==> src/rtl/vga_capture.sv <==
// VGA-side receiver: rebuilds a raster-ordered RGB444 pixel stream from sync/blank/RGB pins
// and flags line-length and line-count geometry errors against IMG_W x IMG_H.
module vga_capture #(
  parameter int   IMG_W       = 640,
  parameter int   IMG_H       = 480,
  parameter int   CLK_PER_PIX = 1,
  parameter logic SYNC_POL    = 1'b0
) (
  input  logic        clk,
  input  logic        rst,
  input  logic        hsync,
  input  logic        vsync,
  input  logic [7:0]  r,
  input  logic [7:0]  g,
  input  logic [7:0]  b,
  input  logic        VGA_BLANK_N,
  input  logic        VGA_SYNC_N,
  output logic [11:0] pixel_out,
  output logic        out_ready,
  output logic [9:0]  x,
  output logic [8:0]  y,
  output logic        sof,
  output logic        eol,
  output logic        line_err,
  output logic        frame_err,
  output logic        locked
);

  localparam logic [10:0] RUN_FULL  = 11'(IMG_W);
  localparam logic [10:0] RUN_LAST  = 11'(IMG_W - 1);
  localparam logic [9:0]  LINE_FULL = 10'(IMG_H);
  localparam logic [2:0]  SUB_LAST  = 3'(CLK_PER_PIX - 1);
  localparam logic [2:0]  SUB_MID   = 3'(CLK_PER_PIX / 2);

  typedef enum logic [1:0] {S_SEEK, S_VBLANK, S_LINE, S_HBLANK} state_t;

  function automatic logic [10:0] sat_inc_run(input logic [10:0] v);
    return (v == 11'h7FF) ? v : v + 11'd1;
  endfunction

  function automatic logic [9:0] sat_inc_line(input logic [9:0] v);
    return (v == 10'h3FF) ? v : v + 10'd1;
  endfunction

  state_t      r_state;
  state_t      w_state_nxt;
  logic        r_vs_p0, r_vs_prev_p0, r_blank_p0, r_blank_prev_p0;
  logic [11:0] r_rgb_p0;
  logic [2:0]  r_sub;
  logic [10:0] r_run;
  logic [9:0]  r_line;
  logic        r_locked;
  logic        r_vld_p1, r_sof_p1, r_eol_p1, r_lerr_p1, r_ferr_p1;
  logic [11:0] r_pix_p1;
  logic [9:0]  r_x_p1;
  logic [8:0]  r_y_p1;

  logic        w_vs_assert, w_blank_rise, w_blank_fall;
  logic [2:0]  w_sub;
  logic [10:0] w_run;
  logic        w_in_line, w_take, w_emit;
  logic        w_line_err, w_frame_err, w_line_inc, w_line_clr, w_lock;
  logic        w_unused;

  // hsync and the low colour bits carry no information for the RGB444 stream
  assign w_unused = ^{hsync, VGA_SYNC_N, r[3:0], g[3:0], b[3:0]};

  // ---- stage p0: pin capture ----
  always_ff @(posedge clk) begin
    r_rgb_p0 <= {r[7:4], g[7:4], b[7:4]};
  end

  always_ff @(posedge clk) begin
    if (rst) begin
      r_vs_p0         <= ~SYNC_POL;
      r_vs_prev_p0    <= ~SYNC_POL;
      r_blank_p0      <= 1'b0;
      r_blank_prev_p0 <= 1'b0;
    end else begin
      r_vs_p0         <= vsync;
      r_vs_prev_p0    <= r_vs_p0;
      r_blank_p0      <= VGA_BLANK_N;
      r_blank_prev_p0 <= r_blank_p0;
    end
  end

  assign w_vs_assert  = (r_vs_p0 == SYNC_POL) && (r_vs_prev_p0 != SYNC_POL);
  assign w_blank_rise = r_blank_p0 && !r_blank_prev_p0;
  assign w_blank_fall = !r_blank_p0 && r_blank_prev_p0;

  // The first active cycle of a line is already a sampling candidate, before the state moves to LINE.
  assign w_sub     = w_blank_rise ? 3'd0 : r_sub;
  assign w_run     = w_blank_rise ? 11'd0 : r_run;
  assign w_in_line = !w_vs_assert &&
                     ((r_state == S_LINE) ||
                      (((r_state == S_VBLANK) || (r_state == S_HBLANK)) && w_blank_rise));
  assign w_take    = w_in_line && r_blank_p0 && (w_sub == SUB_MID);
  assign w_emit    = w_take && (w_run < RUN_FULL) && (r_line < LINE_FULL);

  always_comb begin
    w_state_nxt = r_state;
    w_line_err  = 1'b0;
    w_frame_err = 1'b0;
    w_line_inc  = 1'b0;
    w_line_clr  = 1'b0;
    w_lock      = 1'b0;
    case (r_state)
      S_SEEK: begin
        if (w_vs_assert) begin
          w_state_nxt = S_VBLANK;
          w_lock      = 1'b1;
          w_line_clr  = 1'b1;
        end
      end
      S_VBLANK, S_HBLANK: begin
        if (w_vs_assert) begin
          w_state_nxt = S_VBLANK;
          w_frame_err = (r_line != LINE_FULL);
          w_line_clr  = 1'b1;
        end else if (w_blank_rise) begin
          w_state_nxt = S_LINE;
        end
      end
      S_LINE: begin
        if (w_vs_assert) begin
          // aborted line is not counted toward the frame
          w_state_nxt = S_VBLANK;
          w_line_err  = 1'b1;
          w_frame_err = (r_line != LINE_FULL);
          w_line_clr  = 1'b1;
        end else if (w_blank_fall) begin
          w_state_nxt = S_HBLANK;
          w_line_err  = (r_run != RUN_FULL);
          w_line_inc  = 1'b1;
        end
      end
      default: w_state_nxt = S_SEEK;
    endcase
  end

  // ---- stage p1: sampling decision and output strobe ----
  always_ff @(posedge clk) begin
    if (rst) begin
      r_state   <= S_SEEK;
      r_sub     <= 3'd0;
      r_run     <= 11'd0;
      r_line    <= 10'd0;
      r_locked  <= 1'b0;
      r_vld_p1  <= 1'b0;
      r_sof_p1  <= 1'b0;
      r_eol_p1  <= 1'b0;
      r_lerr_p1 <= 1'b0;
      r_ferr_p1 <= 1'b0;
      r_pix_p1  <= 12'd0;
      r_x_p1    <= 10'd0;
      r_y_p1    <= 9'd0;
    end else begin
      r_state   <= w_state_nxt;
      r_sub     <= (w_sub == SUB_LAST) ? 3'd0 : w_sub + 3'd1;
      r_run     <= w_take ? sat_inc_run(w_run) : w_run;
      if (w_line_clr)
        r_line <= 10'd0;
      else if (w_line_inc)
        r_line <= sat_inc_line(r_line);
      if (w_lock)
        r_locked <= 1'b1;
      r_vld_p1  <= w_emit;
      r_sof_p1  <= w_emit && (w_run == 11'd0) && (r_line == 10'd0);
      r_eol_p1  <= w_emit && (w_run == RUN_LAST);
      r_lerr_p1 <= w_line_err;
      r_ferr_p1 <= w_frame_err;
      if (w_emit) begin
        r_pix_p1 <= r_rgb_p0;
        r_x_p1   <= w_run[9:0];
        r_y_p1   <= r_line[8:0];
      end
    end
  end

  assign pixel_out = r_pix_p1;
  assign out_ready = r_vld_p1;
  assign x         = r_x_p1;
  assign y         = r_y_p1;
  assign sof       = r_sof_p1;
  assign eol       = r_eol_p1;
  assign line_err  = r_lerr_p1;
  assign frame_err = r_ferr_p1;
  assign locked    = r_locked;

endmodule

==> config.mk <==
export PLATFORM = sky130hd
export DESIGN_NAME = vga_capture
export DESIGN_NICKNAME = d
export VERILOG_FILES = /design/src/rtl/vga_capture.sv
export SDC_FILE = /design/constraint.sdc
export NUM_CORES = 1
export LEC_CHECK = 0
export BUFFER_PORTS_ARGS = -buffer_cell sky130_fd_sc_hd__buf_2
export CAP_MARGIN = 20
export CORE_ASPECT_RATIO = 0.8
export CORE_MARGIN = 1.5
export CORE_UTILIZATION = 40
export CTS_BUF_LIST = sky130_fd_sc_hd__clkbuf_16
export CTS_CLUSTER_DIAMETER = 30
export CTS_CLUSTER_SIZE = 10
export DETAILED_ROUTE_END_ITERATION = 10
export REMOVE_ABC_BUFFERS = 1
export SKIP_LAST_GASP = 1
export SLEW_MARGIN = 40
export SYNTH_ARGS = -nofsm -noshare
export SYNTH_HDL_FRONTEND = slang
export SYNTH_SLANG_ARGS = --single-unit
==> constraint.sdc <==
create_clock -name clk -period 3.13 [get_ports clk]
set_clock_uncertainty 0.2 [all_clocks]
set_input_delay 0.313 -clock clk [delete_from_list [all_inputs] [get_ports clk]]
set_output_delay 0.313 -clock clk [all_outputs]
set_load 0.01 [all_outputs]
Word-level counts from Yosys, hierarchy flattened

Index checks and enable logic that the tools add are counted.

Word-level logic and storage cells: 87
Output and inout bits: 37
Flip-flop bits (word level): 79
Bits of input ports: 30

Reductions and logical operators: 30
Equal/unequal tests: 11
Add/sub/neg operators: 3
Magnitude comparators: 2
Bitwise logic cells: 5
Muxes and demuxes: 18

Operators with widths:

| kind                                                                            | count |
|---|---|
| 11-bit two-way mux                                                              | 3 |
| 1-bit logical AND                                                               | 12 |
| 11-bit by 1-bit adder with 11-bit output (second input constant)                | 1 |
| 11-bit by 10-bit == test with 1-bit output (second input constant)              | 1 |
| 11-bit == test (second input constant)                                          | 1 |
| 11-bit logical NOT                                                              | 1 |
| 11-bit by 10-bit less-than comparator with 1-bit output (second input constant) | 1 |
| 11-bit by 10-bit inequality test with 1-bit output (second input constant)      | 1 |
| 10-bit by 1-bit adder with 10-bit output (second input constant)                | 1 |
| 10-bit == test (second input constant)                                          | 1 |
| 10-bit logical NOT                                                              | 1 |
| 10-bit by 9-bit less-than comparator with 1-bit output (second input constant)  | 1 |
| 2-bit two-way mux                                                               | 5 |
| 10-bit by 9-bit inequality test with 1-bit output (second input constant)       | 1 |
| 1-bit two-way mux                                                               | 8 |
| 2-bit OR reduction                                                              | 4 |
| 3-bit inequality test (second input constant)                                   | 2 |
| 2-bit one-hot mux with 3 select lines                                           | 1 |
| 3-bit OR reduction                                                              | 2 |
| 1-bit inverter                                                                  | 5 |
| 2-bit == test (second input constant)                                           | 2 |
| 4-bit OR reduction                                                              | 1 |
| 3-bit by 1-bit adder with 3-bit output (second input constant)                  | 1 |
| 1-bit logical NOT                                                               | 3 |
| other kinds (8)                                                                 | 9 |

Logic depth before layout (Yosys ltp)

Gate-level depths: netlist of the first run.

Word-level depth: 11
Gate-level depth with buffers: 12
Depth with buffers taken out: 8

Worst setup path after synthesis of the first run

No wires, ideal clock.

Path type: register to register
Start: register r_blank_p0
End: register r_pix_p1[10] (netlist: pixel_out[10])
Path buffers: 4
Period minus slack after synthesis: 2.757 ns
Arrival time: 2.425 ns
Path slack: 0.373 ns
Required time: 2.798 ns
Library setup time: 0.132 ns
Stages on the path, launching flop included: 13
Cells stage by stage: dfxtp_1 or2b_1 clkbuf_1 nand2_1 ha_1 nand2_1 a2111o_1 buf_6 or4_4 buf_6 buf_2 nand2_1 a21oi_1

Cells in the longest elaborated chain, start to end: 8
Elaborated cells between the ends (all ways): 12
Those cells by class: order compare: 1; mux: 2; reduce/logical: 9

Ends and longest elaborated chain:

| what                                                                                            | line | source |
|---|---|---|
| start: declaration                                                                              | 47   | `logic r_vs_p0, r_vs_prev_p0, r_blank_p0, r_blank_prev_p0;` |
| start signal: assignment                                                                        | 77   | `r_blank_p0 <= 1'b0;` |
| start signal: assignment                                                                        | 82   | `r_blank_p0 <= VGA_BLANK_N;` |
| branches (longest 6 deep; another with 11-bit by 10-bit less-than comparator with 1-bit output) | --   |  |
| 1-bit logical AND (*) (2 in a row)                                                              | 98   | `assign w_emit = w_take && (w_run < RUN_FULL) && (r_line < LINE_FULL);` |
| end signal: assignment                                                                          | 173  | `r_pix_p1 <= r_rgb_p0;` |
| end: declaration                                                                                | 54   | `logic [11:0] r_pix_p1;` |

Every way passes the cells marked *.
A chain may end at the register's enable or synchronous reset.

Worst setup path after layout of the first run

Start: register r_blank_p0
End: register r_run[2]

Cells in the longest elaborated chain, start to end: 7
Elaborated cells between the ends (all ways): 13
Those cells by class: add/sub: 1; eq/ne: 1; mux: 4; reduce/logical: 7

Ends and longest elaborated chain:

| what                                                                             | line | source |
|---|---|---|
| branches (longest 6 deep; another with 11-bit by 1-bit adder with 11-bit output) | --   |  |
| 11-bit two-way mux (*)                                                           | 160  | `r_run <= w_take ? sat_inc_run(w_run) : w_run;` |
| end signal: assignment                                                           | 160  |  |
| end: declaration                                                                 | 50   | `logic [10:0] r_run;` |

Marks and branches as above.

==> impl_table.tex, run 1 <==
\begin{tabular}{lr}
\hline
Metric & Value \\
\hline
\multicolumn{2}{l}{\textbf{Critical path}} \\
\quad Worst Setup End Kind & flip-flop \\
\quad Kind of critical path & flip-flop to flip-flop \\
\quad Max Fanout on Critical Path & 9 \\
\quad Number of buffers and inverters on the critical path & 1 \\
\quad Stage delay of the slowest cell on the critical path & 400 ps \\
\quad CP cell instances & or2b\_1 -> nand2\_1 -> ha\_1 -> nand2\_1 -> a2111o\_1 -> buf\_4 -> a21oi\_1 -> a31oi\_1 -> a41o\_1 \\
\quad Critical Path Slowest Stage Cell & dfxtp\_1 \\
\quad WP data required & 3150 ps \\
\quad CP most frequent cell & nand2\_1 \\
\quad Type of origin of the critical path & flip-flop \\
\quad Cell family with the largest share of critical-path delay & compound AO/OA/AOI/OAI gates \\
\quad Critical Path AT & approximately 2600 ps \\
\multicolumn{2}{l}{\textbf{STA}} \\
\quad Share of the cycle needed by the critical path after routing & between 80\% and 90\% \\
\quad Worst setup margin & around 520 ps \\
\quad Sum Neg Setup Slack & 0 ps \\
\quad RSZ-0062 raised after global routing & no \\
\quad Final number of setup-violating endpoints & 0 \\
\quad Transition time at the pin with the least slew margin & around 600 ps \\
\quad Achievable frequency & 383 MHz \\
\quad Relative slew margins & 60.9\% \\
\quad Final Max Slew Viols & 0 \\
\quad Final Hold Fails & 0 \\
\quad Post-route minimum period & roughly 2600 ps \\
\multicolumn{2}{l}{\textbf{Outcome}} \\
\quad Status & finished, final reports clean \\
\multicolumn{2}{l}{\textbf{GRT}} \\
\quad Pin count of the biggest net entering global routing & 34 \\
\quad Overflow left after global routing & 0 \\
\quad Via count of the first global-routing pass & between 2k and 2.5k \\
\quad Total routing usage reported by global routing & between 10\% and 20\% \\
\quad Antenna violations before repair & 0 \\
\quad Global-route wire length before repair & about 11,000 microns \\
\multicolumn{2}{l}{\textbf{Layout}} \\
\quad Count of inserted antenna diode cells & 0 \\
\quad Net count of the finished layout & 450 \\
\quad Fin cells & approximately 500 \\
\quad Relative area change from synthesis to final layout & 25.7\% \\
\quad Filler instances & about 740 \\
\quad Fraction of final layout cells with drive strength greater than 1 & around a fifth \\
\multicolumn{2}{l}{\textbf{Die}} \\
\quad Die Outline Area & $\sim$8100 sq um \\
\quad Die outline height & slightly above 80 microns \\
\quad Number of top-level pins & between 60 and 70 \\
\quad Cell row count & 28 \\
\quad Die width & between 100 and 150 microns \\
\quad Core Region & between 7000 and 8000 sq um \\
\quad Initial Utilization & between 40\% and 50\% \\
\multicolumn{2}{l}{\textbf{Routing}} \\
\quad Detail-routed via count per cell & roughly 5.1 \\
\quad DRC marker count from the first detailed-route iteration & 94 \\
\quad Total wire length & around 6500 microns \\
\quad Final antenna-violating net count & 0 \\
\quad Vias after detailed routing & 2,598 \\
\quad Wirelength per Cell & 12.8 microns \\
\quad 1st-pass router iterations & 4 \\
\quad Number of remaining DRC errors & 0 \\
\multicolumn{2}{l}{\textbf{Place}} \\
\quad Port buffer count & 52 \\
\quad Dpl cells & 480 \\
\quad Worst slack at placement & between 500 and 600 ps \\
\quad Final HPWL from detailed placement & approximately 4300 microns \\
\quad Placer's final routability congestion estimate & $\sim$0.86 \\
\multicolumn{2}{l}{\textbf{Clocking}} \\
\quad CTS Buffer Depth & 2 \\
\quad Number of gates resized after cts & 0 \\
\quad CTS tree & built \\
\quad H-tree levels & 3 \\
\quad Clock buffer count from CTS & 9 \\
\quad Insertion delay of the later-clocked pin in the worst-skew pair & $\sim$330 ps \\
\quad Root buffer selected by CTS & clkbuf\_16 \\
\quad Num Clock Sinks & 79 \\
\quad Post-CTS clock slew at the launch and capture registers of the worst setup and hold paths & around 60 ps \\
\multicolumn{2}{l}{\textbf{Power and ir drop}} \\
\quad VDD IR max & approximately 0.29 mV \\
\quad Power per cell area & between 500 and 600 nW/um\^{}2 \\
\quad Leakage component of the power & approximately 1.5 nW \\
\multicolumn{2}{l}{\textbf{Logic synthesis}} \\
\quad Synthesized instance count & between 300 and 400 \\
\quad Leading area contributor after synthesis & dfxtp\_1 \\
\quad Mean instance size in the synthesized netlist & between 8 and 9 sq um \\
\quad Post-synthesis sequential area ratio & 52.2\% \\
\quad Post-synth cell types & 39 \\
\quad Proportion of netlist area held by the largest area contributor & $\sim$52\% \\
\quad Syn. warnings & 0 \\
\quad Register bit total from synthesis & 79 \\
\quad Leading post-synthesis cells by cell area & dfxtp\_1, nand2\_1, a21oi\_1, nor2\_1, ha\_1 \\
\quad Cell area after technology mapping & 3030 sq um \\
\multicolumn{2}{l}{\textbf{Hold path}} \\
\quad Hold crit path type & flip-flop to flip-flop \\
\multicolumn{2}{l}{\textbf{Job}} \\
\quad Number of max-cap violations & 0 \\
\hline
\end{tabular}
==> state kept, by name, summed over array words and instances, names as in the netlist, 2 cells and up <==
signal,count
pixel_out,12
r_rgb_p0,12
r_run,11
r_line,10
x,10
y,9
r_sub,3
r_state,2
==> Yosys cell counts <==
| library cell | number |
|---|---|
| a2111o_1 | 1 |
| a2111oi_0 | 2 |
| a211oi_1 | 3 |
| a21oi_1 | 41 |
| a31o_1 | 1 |
| a31oi_1 | 1 |
| a41o_1 | 2 |
| and2_1 | 4 |
| and2b_1 | 1 |
| and4bb_2 | 1 |
| buf_1 | 1 |
| buf_2 | 4 |
| buf_6 | 3 |
| clkbuf_1 | 10 |
| dfxtp_1 | 79 |
| ha_1 | 5 |
| inv_1 | 9 |
| mux2i_1 | 1 |
| nand2_1 | 74 |
| nand2b_1 | 4 |
| nand3_1 | 8 |
| nand3b_1 | 7 |
| nand4_1 | 2 |
| nor2_1 | 25 |
| nor2b_1 | 5 |
| nor3_1 | 5 |
| nor4_1 | 7 |
| nor4_2 | 2 |
| nor4_4 | 1 |
| o21ai_0 | 12 |
| o31ai_2 | 1 |
| o41ai_1 | 2 |
| or2_2 | 4 |
| or2b_1 | 1 |
| or3_1 | 7 |
| or4_1 | 1 |
| or4_4 | 1 |
| xnor2_1 | 7 |
| xor2_1 | 2 |
==> area by class of cell <==
type	count	area (sq um)	share of cell area (%)
clock inverters	7	55.1	1.44
inverters	9	33.8	0.887
flip-flops and latches	79	1580	41.5
repair buffers	75	480	12.6
clock buffers	9	225	5.91
well taps	90	113	2.96
multi-input cells	241	1320	34.7
==> worst reg2reg max path, stage by stage, from the launching register on <==
cell and delay (ps):
dfxtp_1 400, or2b_1 280, nand2_1 110, ha_1 190, nand2_1 60, a2111o_1 310, buf_4 190, a21oi_1 400
a31oi_1 140, a41o_1 220
==> placed cells by master (no fill, tap or decap), types with 3 or more instances in the layout <==
cell           instances
clkbuf_16              9
o21ai_0               12
nand3_1                8
and2_1                 4
nor2b_1                5
or2_2                  4
inv_6                  3
dlygate4sd3_1         14
nand2b_1               4
buf_4                  8
a21oi_1               41
nand3b_1               7
ha_1                   5
inv_1                  9
nor3_1                 5
buf_2                 52
xnor2_1                7
a211oi_1               3
nor4_1                 7
dfxtp_1               79
nor2_1                25
nand2_1               74
or3_1                  7
==> routing by layer <==
layer	vias to the layer above	part of all wire [%]	GRT usage (%)
met3	7	4.6	5.94
met2	54	45	27.5
met5	-	0	0
met1	1216	49	22.3
li1	1321	-	-
met4	0	0.91	5.07
==> timing repair <==
item                      CTS  global route
hold buffers               14             0
hold endpoints to repair   14             0
setup buffers               0             0
==> where the power goes <==
part           switching, W  internal, W
Clock              0.000420     0.000544
Combinational     0.0000377    0.0000326
Sequential       0.00000709      0.00102
Total              0.000465      0.00160
==> path summary, 6_finish.rpt <==
| path | slack (ps) | start | endpoint | depth (start not counted) |
|---|---|---|---|---|
| min | 230 | r_rgb_p0[6]$_DFF_P_ | pixel_out[6]$_SDFFE_PP0P_ | 2 |
| max reg2reg | 520 | r_blank_p0$_SDFF_PP0_ | r_run[2]$_SDFF_PP0_ | 9 |
| max | 520 | r_blank_p0$_SDFF_PP0_ | r_run[2]$_SDFF_PP0_ | 9 |
| min reg2reg | 230 | r_rgb_p0[6]$_DFF_P_ | pixel_out[6]$_SDFFE_PP0P_ | 2 |
==> kinds of logic after synthesis <==
kind of cell	share of synthesized area, %
AOI/OAI and AO/OA	12.6
xor gates and xnor gates	2.60
adders and majority gates	2.06
buffers and inverters	4.25
DFF	52.2
muxes	0.330
and+or+nand+nor	26.0
==> stage by stage <==
step	area [sq um]	hold WS [ps]	power, W	utilization, %
2_1_floorplan	2940	141	0.00107	-
3_3_place_gp	3390	215	0.00111	46.1
3_5_place_dp	3390	217	0.00111	46.1
4_1_cts	3810	236	0.00209	51.8
5_1_grt	3810	244	0.00214	51.8
6_report	3810	231	0.00206	51.8
Power figures use the tool's default switching activity.
==> run 2, diff against run 1 <==
==> constraint.sdc (replaced) <==
create_clock -name clk -period 2.1 [get_ports clk]
set_clock_uncertainty 0.2 [all_clocks]
set_input_delay 0.21 -clock clk [delete_from_list [all_inputs] [get_ports clk]]
set_output_delay 0.21 -clock clk [all_outputs]
set_load 0.01 [all_outputs]
==> run 2 against run 1 <==
Compared with the run above: the run now ends with negative setup slack left; critical path depth increased by 2; clock power increased by 76%; utilization increased by 7.7 points; die area unchanged; via count increased by 4.5%; total power increased by 63%; sequential power increased by 49%; setup slack got worse by 850 ps; largest power group is now the clock network.
==> impl_table.tex, run 2 (synthesis gave the netlist of run 1 again) <==
\begin{tabular}{lr}
\hline
Metric & Value \\
\hline
\multicolumn{2}{l}{\textbf{Hold path}} \\
\quad Min-Delay Path Depth & 2 \\
\quad Hold worst-path end & x[6]\$\_SDFFE\_PP0P\_ \\
\quad Worst hold path startpoint & rst \\
\quad Hold crit path type & input port to flip-flop \\
\multicolumn{2}{l}{\textbf{Layout}} \\
\quad Relative area change from synthesis to final layout & 44.3\% \\
\quad Core Util, Final & between 50 and 60\% \\
\quad Fin cells & roughly 540 \\
\quad Area of the multi-input gates & 1540 sq um \\
\quad Most frequent cells in the layout & dfxtp\_1, nand2\_1, buf\_2 \\
\quad Commonest non-fill, non-tap cell in the layout & dfxtp\_1 \\
\quad Filler instances & 644 \\
\quad Count of inserted antenna diode cells & 0 \\
\quad FF/Latch Area & $\sim$1600 sq um \\
\quad Fraction of final layout cells with drive strength greater than 1 & 33.0\% \\
\quad Net count of the finished layout & roughly 480 \\
\multicolumn{2}{l}{\textbf{GRT}} \\
\quad Total routing usage reported by global routing & approximately 18\% \\
\quad Via count of the first global-routing pass & roughly 2.5k \\
\quad Pin count of the biggest net entering global routing & 31 \\
\quad Overflow left after global routing & 0 \\
\quad Antenna violations before repair & 0 \\
\quad Global-route wire length before repair & about 11,000 microns \\
\multicolumn{2}{l}{\textbf{Place}} \\
\quad Final HPWL from detailed placement & 4580 microns \\
\quad Port buffer count & 52 \\
\quad Placer's final routability congestion estimate & $\sim$0.9 \\
\quad Dpl cells & between 400 and 500 \\
\multicolumn{2}{l}{\textbf{STA}} \\
\quad Final hold slack & $\sim$14 ps \\
\quad Post-route minimum period & between 2000 and 2500 ps \\
\quad Share of the cycle needed by the critical path after routing & 116\% \\
\quad Relative slew margins & approximately two thirds \\
\quad Final number of setup-violating endpoints & between 40 and 50 \\
\quad Achievable frequency & about 410 MHz \\
\quad Worst setup margin & -331 ps \\
\quad Transition time at the pin with the least slew margin & 509 ps \\
\quad Final Max Slew Viols & 0 \\
\quad Final Hold Fails & 0 \\
\quad RSZ-0062 raised after global routing & yes \\
\multicolumn{2}{l}{\textbf{Die}} \\
\quad Die width & 100 microns \\
\quad Initial Utilization & between 40\% and 50\% \\
\quad Die Outline Area & around 8000 sq um \\
\quad Number of top-level pins & 67 \\
\quad Die outline height & between 80 and 90 microns \\
\quad Core Region & 7360 sq um \\
\quad Cell row count & 28 \\
\multicolumn{2}{l}{\textbf{Critical path}} \\
\quad Reg-to-Reg Start & r\_blank\_p0\$\_SDFF\_PP0\_ \\
\quad Critical Path AT & approximately 2500 ps \\
\quad Length in cells of the worst reg-to-reg path & 11 \\
\quad WP data required & 2170 ps \\
\quad Reg2reg end & y[1]\$\_SDFFE\_PP0P\_ \\
\quad Reg2Reg Setup Slack & -330 ps \\
\quad Stage delay of the slowest cell on the critical path & 370 ps \\
\quad Max Fanout on Critical Path & 5 \\
\quad Kind of critical path & flip-flop to flip-flop \\
\quad Worst Setup End Kind & flip-flop \\
\quad CP cell instances & or2b\_1 -> nand2\_2 -> ha\_4 -> nand2\_2 -> a2111o\_1 -> buf\_6 -> nor4\_4 -> buf\_6 -> clkbuf\_16 -> nand2\_1 -> a21oi\_2 \\
\quad Critical Path Slowest Stage Cell & a2111o\_1 \\
\quad Type of origin of the critical path & flip-flop \\
\multicolumn{2}{l}{\textbf{Clocking}} \\
\quad Clock buffer count from CTS & 9 \\
\quad CTS Buffer Depth & 2 \\
\quad Root buffer selected by CTS & clkbuf\_16 \\
\quad Num Clock Sinks & 79 \\
\quad Post-CTS clock slew at the launch and capture registers of the worst setup and hold paths & 60 ps \\
\quad CTS tree & built \\
\quad H-tree levels & 3 \\
\quad Insertion delay of the later-clocked pin in the worst-skew pair & about 330 ps \\
\multicolumn{2}{l}{\textbf{Routing}} \\
\quad Number of remaining DRC errors & 0 \\
\quad Vias after detailed routing & around 2.7k \\
\quad Total wire length & approximately 7500 microns \\
\quad Wirelength per Cell & 13.9 microns \\
\quad Final antenna-violating net count & 0 \\
\quad DRC marker count from the first detailed-route iteration & $\sim$120 \\
\quad 1st-pass router iterations & 4 \\
\quad Detail-routed via count per cell & around 5.0 \\
\multicolumn{2}{l}{\textbf{Power and ir drop}} \\
\quad VDD IR max & between 0.6 and 0.7 mV \\
\quad Leakage component of the power & between 1.5 and 2 nW \\
\quad Power per cell area & 767 nW/um\^{}2 \\
\multicolumn{2}{l}{\textbf{Outcome}} \\
\quad Violations in the final reports & negative setup slack \\
\quad Status & finished with violations \\
\multicolumn{2}{l}{\textbf{Job}} \\
\quad Number of max-cap violations & 0 \\
\hline
\end{tabular}
==> run 2: changes by cell type in the layout (fill, tap and decap cells not counted), moves of 4 or more <==
cell / before / now
buf_4: 8 / 26
nor4_4: 1 / 5
nand2_2: 0 / 6
buf_6: 0 / 7
a21oi_2: 0 / 9
nand2_1: 74 / 65
a21oi_1: 41 / 32
==> run 2: critical path, delay by kind of cell (launching register included) <==
kind | cells | cell delay [ps]
buf+inv | 3 | 510
fa+ha+maj | 1 | 150
flops | 1 | 320
compound gates | 2 | 490
simple gates | 5 | 700
==> run 2: area by class of cell <==
cell class / count / area share, %
clock inverter: 7 / 2.35
inverter: 9 / 0.772
sequential: 79 / 36.2
multi-input combinational: 241 / 35.2
tap: 90 / 2.57
clock buffer: 9 / 5.15
timing repair buffer: 104 / 17.7
==> run 2: timing repair <==
action                     CTS  global route
hold buffers                14             0
buffers inserted             6             3
hold endpoints to repair    14             0
cloned                       0             4
gates resized for setup     18            34
setup endpoints to repair   45            52
pin swaps                    8            10
==> run 2: worst max-delay path by stage <==
| stage | slack [ps] | start | endpoint | depth (start not counted) |
|---|---|---|---|---|
| finish | -330 | r_blank_p0$_SDFF_PP0_ | y[1]$_SDFFE_PP0P_ | 11 |
| global route | -450 | r_blank_p0$_SDFF_PP0_ | y[1]$_SDFFE_PP0P_ | 11 |
| CTS | -320 | r_blank_p0$_SDFF_PP0_ | pixel_out[6]$_SDFFE_PP0P_ | 9 |
| detailed placement | -390 | r_blank_p0$_SDFF_PP0_ | r_run[9]$_SDFF_PP0_ | 9 |
| global placement | -320 | r_blank_p0$_SDFF_PP0_ | r_run[5]$_SDFF_PP0_ | 9 |
| floorplan | -830 | r_blank_p0$_SDFF_PP0_ | eol$_SDFF_PP0_ | 8 |
==> run 2: metal layers <==
layer	routed length, microns	global-route usage, %
met5	0	0
met1	3570	22.6
met2	3430	29.5
met4	72	4.08
met3	398	6.11
==> run 2: report_power, final <==
part / internal (W) / leakage [nW] / switching (W) / total [W]
Sequential: 0.00152 / 0.643 / 0.00000841 / 0.00153
Combinational: 0.0000649 / 0.961 / 0.0000670 / 0.000132
Clock: 0.00106 / 0.157 / 0.000642 / 0.00170
==> run 2: through the flow <==
| stage | TNS, ps | total power, W | area, sq um | setup WS [ps] |
|---|---|---|---|---|
| after global routing | -17010 | 0.00347 | 4370 | -454 |
| after global placement | -11140 | 0.00166 | 3530 | -321 |
| after floorplan | -27900 | 0.00160 | 2940 | -828 |
| after CTS | -12340 | 0.00338 | 4130 | -322 |
| final | -11930 | 0.00336 | 4370 | -331 |
| after detailed placement | -13660 | 0.00166 | 3530 | -390 |
